==> src/rtl/mem_read_streamer.sv <==
// mem_read_streamer: reads a contiguous run of words from the read port of a
// pseudo-2-port memory and presents them on a valid/ready stream. A small skid
// FIFO absorbs downstream backpressure. A read is issued only when a FIFO slot
// is free, so no read is ever dropped.
// Optional feature: define MEM_READ_STREAMER_STRIDE_EN to add a `stride` input.
// The stride is latched on start, and the address then advances by the stride
// (mod HEIGHT) instead of by 1.
module mem_read_streamer #(
    parameter int WIDTH      = 16,
    parameter int HEIGHT     = 128,
    parameter int FIFO_DEPTH = 4,
    parameter int LW         = $clog2(HEIGHT) + 1,
    localparam int AW        = $clog2(HEIGHT)
) (
    input  logic             clk,
    input  logic             rst,
    input  logic             start,
    input  logic [AW-1:0]    base_addr,
    input  logic [LW-1:0]    length,
`ifdef MEM_READ_STREAMER_STRIDE_EN
    input  logic [AW-1:0]    stride,
`endif
    output logic             busy,
    output logic             done,
    output logic [AW-1:0]    mem_read_addr,
    output logic             mem_read_en,
    input  logic [WIDTH-1:0] mem_qout,
    output logic [WIDTH-1:0] out_data,
    output logic             out_valid,
    input  logic             out_ready
);

    localparam int PW = $clog2(FIFO_DEPTH);
    localparam int CW = PW + 1;

    typedef enum logic [1:0] {IDLE, STREAM, DRAIN, DONE} state_t;

    state_t           state;
    logic [AW-1:0]    addr;
    logic [LW-1:0]    remaining;
    logic [AW-1:0]    step;
    logic [AW-1:0]    next_addr;
    logic [AW+1:0]    addr_sum;

    logic [WIDTH-1:0] fifo_mem [FIFO_DEPTH];
    logic [PW-1:0]    wr_ptr;
    logic [PW-1:0]    rd_ptr;
    logic [CW-1:0]    fifo_count;
    logic             push;
    logic             pop;

`ifdef MEM_READ_STREAMER_STRIDE_EN
    logic [AW-1:0]    stride_q;
    assign step = stride_q;
`else
    assign step = AW'(1);
`endif

    // The full check ignores a same-cycle pop. This costs one bubble when the
    // FIFO is full, but it keeps read_en off the pop path.
    assign push          = (state == STREAM) && (fifo_count < CW'(FIFO_DEPTH));
    assign pop           = out_valid && out_ready;
    assign mem_read_en   = push;
    assign mem_read_addr = push ? addr : '0;
    assign out_valid     = (fifo_count != '0);
    assign out_data      = fifo_mem[rd_ptr];

    // Next read address: addr + step wrapped into 0..HEIGHT-1. The sum is
    // below 3*HEIGHT, so two conditional subtractions cover any HEIGHT.
    always_comb begin
        // NOTE: every always_comb output gets a default first, so no latch is inferred.
        next_addr = '0;
        addr_sum  = {2'b00, addr} + {2'b00, step};
        if (addr_sum >= (AW+2)'(2 * HEIGHT))
            next_addr = AW'(addr_sum - (AW+2)'(2 * HEIGHT));
        else if (addr_sum >= (AW+2)'(HEIGHT))
            next_addr = AW'(addr_sum - (AW+2)'(HEIGHT));
        else
            next_addr = AW'(addr_sum);
    end

    // Run sequencer: start latching, read issue, drain wait and done pulse.
    always_ff @(posedge clk) begin
        // NOTE: sequential state uses non-blocking assignments only.
        if (rst) begin
            state     <= IDLE;
            addr      <= '0;
            remaining <= '0;
            busy      <= 1'b0;
            done      <= 1'b0;
`ifdef MEM_READ_STREAMER_STRIDE_EN
            stride_q  <= '0;
`endif
        end else begin
            case (state)
                IDLE: begin
                    if (start) begin
                        addr      <= base_addr;
                        remaining <= length;
                        busy      <= 1'b1;
`ifdef MEM_READ_STREAMER_STRIDE_EN
                        stride_q  <= stride;
`endif
                        if (length == '0) begin
                            state <= DONE;
                            done  <= 1'b1;
                        end else begin
                            state <= STREAM;
                        end
                    end
                end
                STREAM: begin
                    if (push) begin
                        addr      <= next_addr;
                        remaining <= remaining - LW'(1);
                        if (remaining == LW'(1))
                            state <= DRAIN;
                    end
                end
                DRAIN: begin
                    // Leave once the last word has been taken by the consumer.
                    if (fifo_count == '0 || (fifo_count == CW'(1) && pop)) begin
                        state <= DONE;
                        done  <= 1'b1;
                    end
                end
                DONE: begin
                    state <= IDLE;
                    busy  <= 1'b0;
                    done  <= 1'b0;
                end
                default: state <= IDLE;
            endcase
        end
    end

    // FIFO pointers and occupancy. A same-cycle push and pop leaves the count unchanged.
    always_ff @(posedge clk) begin
        if (rst) begin
            wr_ptr     <= '0;
            rd_ptr     <= '0;
            fifo_count <= '0;
        end else begin
            if (push)
                wr_ptr <= wr_ptr + PW'(1);
            if (pop)
                rd_ptr <= rd_ptr + PW'(1);
            case ({push, pop})
                2'b10:   fifo_count <= fifo_count + CW'(1);
                2'b01:   fifo_count <= fifo_count - CW'(1);
                default: fifo_count <= fifo_count;
            endcase
        end
    end

    // FIFO storage captures the memory word on every issued read.
    always_ff @(posedge clk) begin
        // NOTE: storage is not reset; out_valid qualifies its contents.
        if (push)
            fifo_mem[wr_ptr] <= mem_qout;
    end

endmodule

==> config.mk <==
export PLATFORM = sky130hd
export DESIGN_NAME = mem_read_streamer
export DESIGN_NICKNAME = d
export VERILOG_FILES = /design/src/rtl/mem_read_streamer.sv
export SDC_FILE = /design/constraint.sdc
export NUM_CORES = 1
export LEC_CHECK = 0
export CAP_MARGIN = 20
export CORE_MARGIN = 2
export CORE_UTILIZATION = 48
export CTS_CLUSTER_SIZE = 8
export DETAILED_ROUTE_END_ITERATION = 8
export MAX_ROUTING_LAYER = met4
export PLACE_DENSITY = 0.75
export RECOVER_POWER = 50
export SLEW_MARGIN = 20
export SYNTH_ARGS = -nofsm -noshare
export SYNTH_HDL_FRONTEND = slang
export SYNTH_SLANG_ARGS = --single-unit
==> constraint.sdc <==
create_clock -name clk -period 1.85 [get_ports clk]
set_input_delay 0.37 -clock clk [delete_from_list [all_inputs] [get_ports clk]]
set_output_delay 0.37 -clock clk [all_outputs]
set_load 0.1 [all_outputs]
=== After elaboration in Yosys (flattened, before gate mapping) ===
Memory sizes are Yosys's and may differ from the RTL's. A register that Yosys moved wholly into a read port is not among the register bits.
Cells that the tools add are included.

* Bits in registers: 26
* Memories: 1
* Word-level logic and storage cells: 74
* Input port bits: 35
* RAM bits: 64

* Order comparisons: 3
* Equal/unequal tests: 12
* Multiplexer cells: 26
* Reductions and logical operators: 16
* Add/sub/neg operators: 8

{| class="wikitable"
|+ Memories
! memory !! depth !! bits a word !! rd ports !! clocked after memory_dff !! wr ports !! line !! source
|-
| fifo_mem || 4 || 16 || 1 || 1 || 1 || 45 || <nowiki>logic [WIDTH-1:0] fifo_mem [FIFO_DEPTH];</nowiki>
|}

{| class="wikitable"
|+ Operators with widths
! cell !! number
|-
| $mux W7 || 5
|-
| $mux W8 || 2
|-
| $pmux W8 S2 || 1
|-
| $mux W2 || 7
|-
| $pmux W7 S2 || 1
|-
| $sub A7 B1 Y7 const B || 2
|-
| $ge A8 B9 Y1 const B || 1
|-
| $add A7 B1 Y8 const B || 1
|-
| $eq A8 B1 Y1 const B || 1
|-
| $ge A8 B8 Y1 const B || 1
|-
| $logic_not A8 Y1 || 1
|-
| $ne A2 B2 Y1 const B || 4
|-
| $pmux W2 S4 || 1
|-
| $reduce_and A4 Y1 || 2
|-
| $sub A8 B1 Y8 const B || 1
|-
| $eq A2 B2 Y1 const B || 3
|-
| $mux W1 || 6
|-
| $pmux W3 S2 || 1
|-
| $reduce_bool A2 Y1 || 3
|-
| $reduce_bool A3 Y1 || 2
|-
| $add A2 B1 Y2 const B || 2
|-
| $eq A2 B1 Y1 const B || 2
|-
| $add A3 B1 Y3 const B || 1
|-
| $eq A3 B1 Y1 const B || 1
|-
| other kinds (11) || 13
|}

=== Depth between registers and ports, before layout ===
* Word-level depth: 6
* Mapped depth: 8

=== Worst setup path before layout ===
OpenSTA, ideal clock, no wires.

* Path kind: flip-flop to output port
* Start: register state[1]
* End: output mem_read_addr[1]
* Arrival: 2.752 ns
* Stages on the path, launching flop included: 7
* Path buffers: 1
* Setup slack: -1.272 ns
* Cells stage by stage: dfxtp_1 inv_1 ha_1 nand2b_1 inv_1 clkbuf_1 and2_1

* Word-level cells in the longest chain between the ends: 3

{| class="wikitable"
|+ RTL lines
! item !! line !! source
|-
| from (decl) || 38 || <nowiki>state_t state;</nowiki>
|-
| from (signal assigned) || 86 || <nowiki>state <= IDLE;</nowiki>
|-
| from (signal assigned) || 105 || <nowiki>state <= DONE;</nowiki>
|-
| from (signal assigned) || 108 || <nowiki>state <= STREAM;</nowiki>
|-
| $eq A2 B1 Y1 || 61 || <nowiki>assign push = (state == STREAM) && (fifo_count < CW'(FIFO_DEPTH));</nowiki>
|-
| $logic_and A1 B1 Y1 || 61 ||
|-
| named net mem_read_en || 26 || <nowiki>output logic mem_read_en,</nowiki>
|-
| $mux W7 || 64 || <nowiki>assign mem_read_addr = push ? addr : '0;</nowiki>
|-
| to (decl) || 25 || <nowiki>output logic [AW-1:0] mem_read_addr,</nowiki>
|}

The timed path passes the listed nets, and every way through them passes these cells.

==> run_results.csv <==
group,metric,value,unit
outcome,status,"finished, violations left",
outcome,violations,"setup timing",
yosys,synth-seq-cells,92,
yosys,synth_mux_area_share,9.896,%
placement,pre_cts_ws,-346.9,ps
critical_path,slowest_stage,"mux4_2",
drt,vias_per_cell,5.466,
drt,dr.pass1.iters,5,
sta,finalWorstSetupSlack,-191.2,ps
yosys,synth-simple-area-share,10.39,%
critical_path,path_buf_inv,2,
sta,period_share,110.3,%
power,power_leakage,2.017,nW
yosys,synth_top_area_share,47.20,%
critical_path,worstPathArrival,1670,ps
sta,fin_worst_skew,13.32,ps
sta,period_needed,2041,ps
critical_path,worstSetupStartpointType,"flip-flop",
drt,wl_per_cell,16.08,um
floorplan,fp.dieW,96.10,um
yosys,synth_top_family_by_area,"simple AND/OR/NAND/NOR gates",
yosys,synth_warnings,0,
clock_network,clk_latency,360,ps
sta,hold_viol_final,0,
floorplan,rows,33,
placement,port_buffers,61,
cells_and_area,antenna_cells,0,
global_routing,grt_pass1_wl,12870,um
cells_and_area,final_cell_mix,"64 x edfxtp_1, 30 x buf_4, 26 x buf_12",
critical_path,endpoint,"out_data[13]",
drt,wirelength,8136,um
sta,max_freq,489.9,MHz
clock_network,root_buffer,"clkbuf_8",
clock_network,cts_tree,"done",
critical_path,path_depth,3,
power,peakVddDrop,783.7,uV
run,maxCapViolations,0,
power,powerDensity,1739,nW/um^2
critical_path,r2r-end,"fifo_mem[2][8]",
cells_and_area,final_common_cell,"edfxtp_1",
clock_network,ctsLongestPathBuffers,2,
floorplan,dieArea,9235,um^2
global_routing,antenna_found_initial,0,
clock_network,cts-hold-fix-buffers,0,
yosys,ys_top_cells_by_area,"edfxtp_1 47%, dfxtp_1 14%, mux4_2 8.9%",
drt,vias,2766,
critical_path,critical_path_peak_fanout,8,
drt,ant_nets,0,
critical_path,path_class,"flip-flop to output port",
yosys,syn_area,4071,um^2
floorplan,initial_core_util,49.55,%
yosys,ys_types,42,
floorplan,chipHeight,96.10,um
critical_path,cpPeakStageDelay,560,ps
cells_and_area,utilization,68.08,%
cells_and_area,area_growth,37.40,%
sta,worstMarginPinSlew,538.1,ps
critical_path,worstPathRequired,1480,ps
yosys,synth_adder_area_share,5.532,%
floorplan,core,8217,um^2
global_routing,grt_pass1_vias,2715,
sta,setup_viol,39,
drt,drcViolationCount,0,
critical_path,critPathMostFrequentCell,"buf_12",
yosys,synth-compound-area-share,9.803,%
cells_and_area,fin_nets,449,
yosys,ys_seq_area_share,60.97,%
critical_path,path_cells,"buf_12 > mux4_2 > buf_12",
worst_hold_path,worstHoldPathType,"flip-flop to flip-flop",
placement,gp_congestion,0.8408,
critical_path,crit_family,"multiplexers",
sta,rsz0062_at_grt,"true",
critical_path,critPathCaptureType,"output port",
global_routing,grt_max_degree,30,
clock_network,htree_levels,3,
yosys,avgSynthCellArea,13.53,um^2
placement,dp_hpwl,5608,um
global_routing,grt_overflow,0,
cells_and_area,layout-drive-gt1-share,31.42,%
sta,fin_tns_setup,-4197,ps
sta,report.final.slew_viol_count,0,
cells_and_area,nFillCells,588,
critical_path,r2r_cells,8,
clock_network,clock-sinks,92,
drt,drt-initial-drc-count,74,
yosys,synth_fp_nets,354,
critical_path,rr_startpoint,"state[1]",
critical_path,r2r_setup_slack,-60,ps
clock_network,clkTransAtPathRegs,90,ps
global_routing,grt_usage,19.32,%
floorplan,ioPinCount,62,
yosys,synth_largest_area_cell,"edfxtp_1",
clock_network,cts_made_buffers,9,
yosys,synth_xor_area_share,0.8605,%
yosys,netlist_instances,301,
sta,relSlewSlack,64.28,%
==> cell families (layout without fill, tap and decap cells) <==
| logic type | after synthesis | in the layout |
|---|---|---|
| DFF | 92 | 92 |
| and+or+nand+nor | 80 | 80 |
| muxes | 20 | 20 |
| AOI/OAI and AO/OA | 61 | 61 |
| buffers and inverters | 26 | 126 |
| xor gates and xnor gates | 4 | 4 |
| adders and majority gates | 18 | 18 |
==> worst min path at each step <==
stage / start / to / depth (start not counted)
final: remaining[1] / remaining[1] / 2
after global routing: remaining[1] / remaining[1] / 2
after CTS: remaining[1] / remaining[1] / 2
after detailed placement: remaining[1] / remaining[1] / 2
after global placement: remaining[1] / remaining[1] / 2
after floorplan: remaining[1] / remaining[1] / 2
==> registers in the layout (all words and copies together) (netlist names), named ones only <==
name / flops
addr: 7
busy: 1
done: 1
fifo_count: 3
fifo_mem: 64
rd_ptr: 2
remaining: 8
state: 2
wr_ptr: 2
==> tightest hold or removal path, stage by stage, from the launching register on <==
cell and delay [ps]:
dfxtp_1 340, nand2_1 60, a21oi_1 50
==> through the flow <==
stage / total power [W] / hold WS, ps / std cells / cell area [um^2]
finish: 0.009726 / 491.2 / 506 / 5594
global route: 0.01020 / 507.4 / 506 / 5594
CTS: 0.009778 / 486.7 / 499 / 5590
detailed placement: 0.008171 / 473.6 / 476 / 5268
global placement: 0.008066 / 473.7 / 476 / 5268
floorplan: 0.006392 / 454.1 / 301 / 4145
==> cell type report <==
| cell class | count | area (um^2) | area share [%] |
|---|---|---|---|
| Sequential cell | 92 | 2492 | 44.55 |
| Multi-Input combinational cell | 183 | 1536 | 27.47 |
| Timing Repair Buffer | 97 | 1161 | 20.76 |
| Tap cell | 105 | 131.4 | 2.348 |
| Clock buffer | 9 | 123.9 | 2.214 |
| Clock inverter | 7 | 92.59 | 1.655 |
| Inverter | 12 | 48.80 | 0.8723 |
| Timing Repair inverter | 1 | 7.507 | 0.1342 |
==> per-layer routing <==
layer  wire length [um]  GRT usage [%]  part of all wire, %  up-vias
met1               3390          23.16                   42     1349
met3                360          3.524                  4.4       14
met2               4217          32.12                   52       81
met4                168          8.214                  2.1        0
li1                   -              -                    -     1322
met5                  0              -                    0        -
==> Yosys cell counts, drive strengths merged <==
cell / instances
a211oi: 5
a21oi: 19
a221oi: 2
a31oi: 1
a41o: 1
a41oi: 2
and2: 13
buf: 6
clkbuf: 8
dfxtp: 28
edfxtp: 64
ha: 18
inv: 12
mux2: 2
mux2i: 2
mux4: 16
nand2: 14
nand2b: 4
nand3: 5
nand4b: 1
nor2: 19
nor2b: 10
nor3: 5
nor3b: 1
nor4: 4
o211ai: 1
o21a: 4
o21ai: 21
o221a: 2
o2bb2ai: 1
o311a: 1
o32ai: 1
or3: 2
or4: 1
or4b: 1
xnor2: 1
xor2: 3
==> power breakdown <==
part	total (W)	switching, W	internal (W)	leakage, nW
registers	0.00289	0.000262	0.00263	0.813
logic	0.00542	0.00324	0.00217	1.09
clock network	0.00142	0.000757	0.000659	0.109
==> timing repair <==
item	in CTS	in global routing
gates cloned	1	1
pin swaps	1	0
buffers inserted	6	6
endpoints found under the setup margin	30	36
resized for setup	13	10
Power figures use the tool's default switching activity.
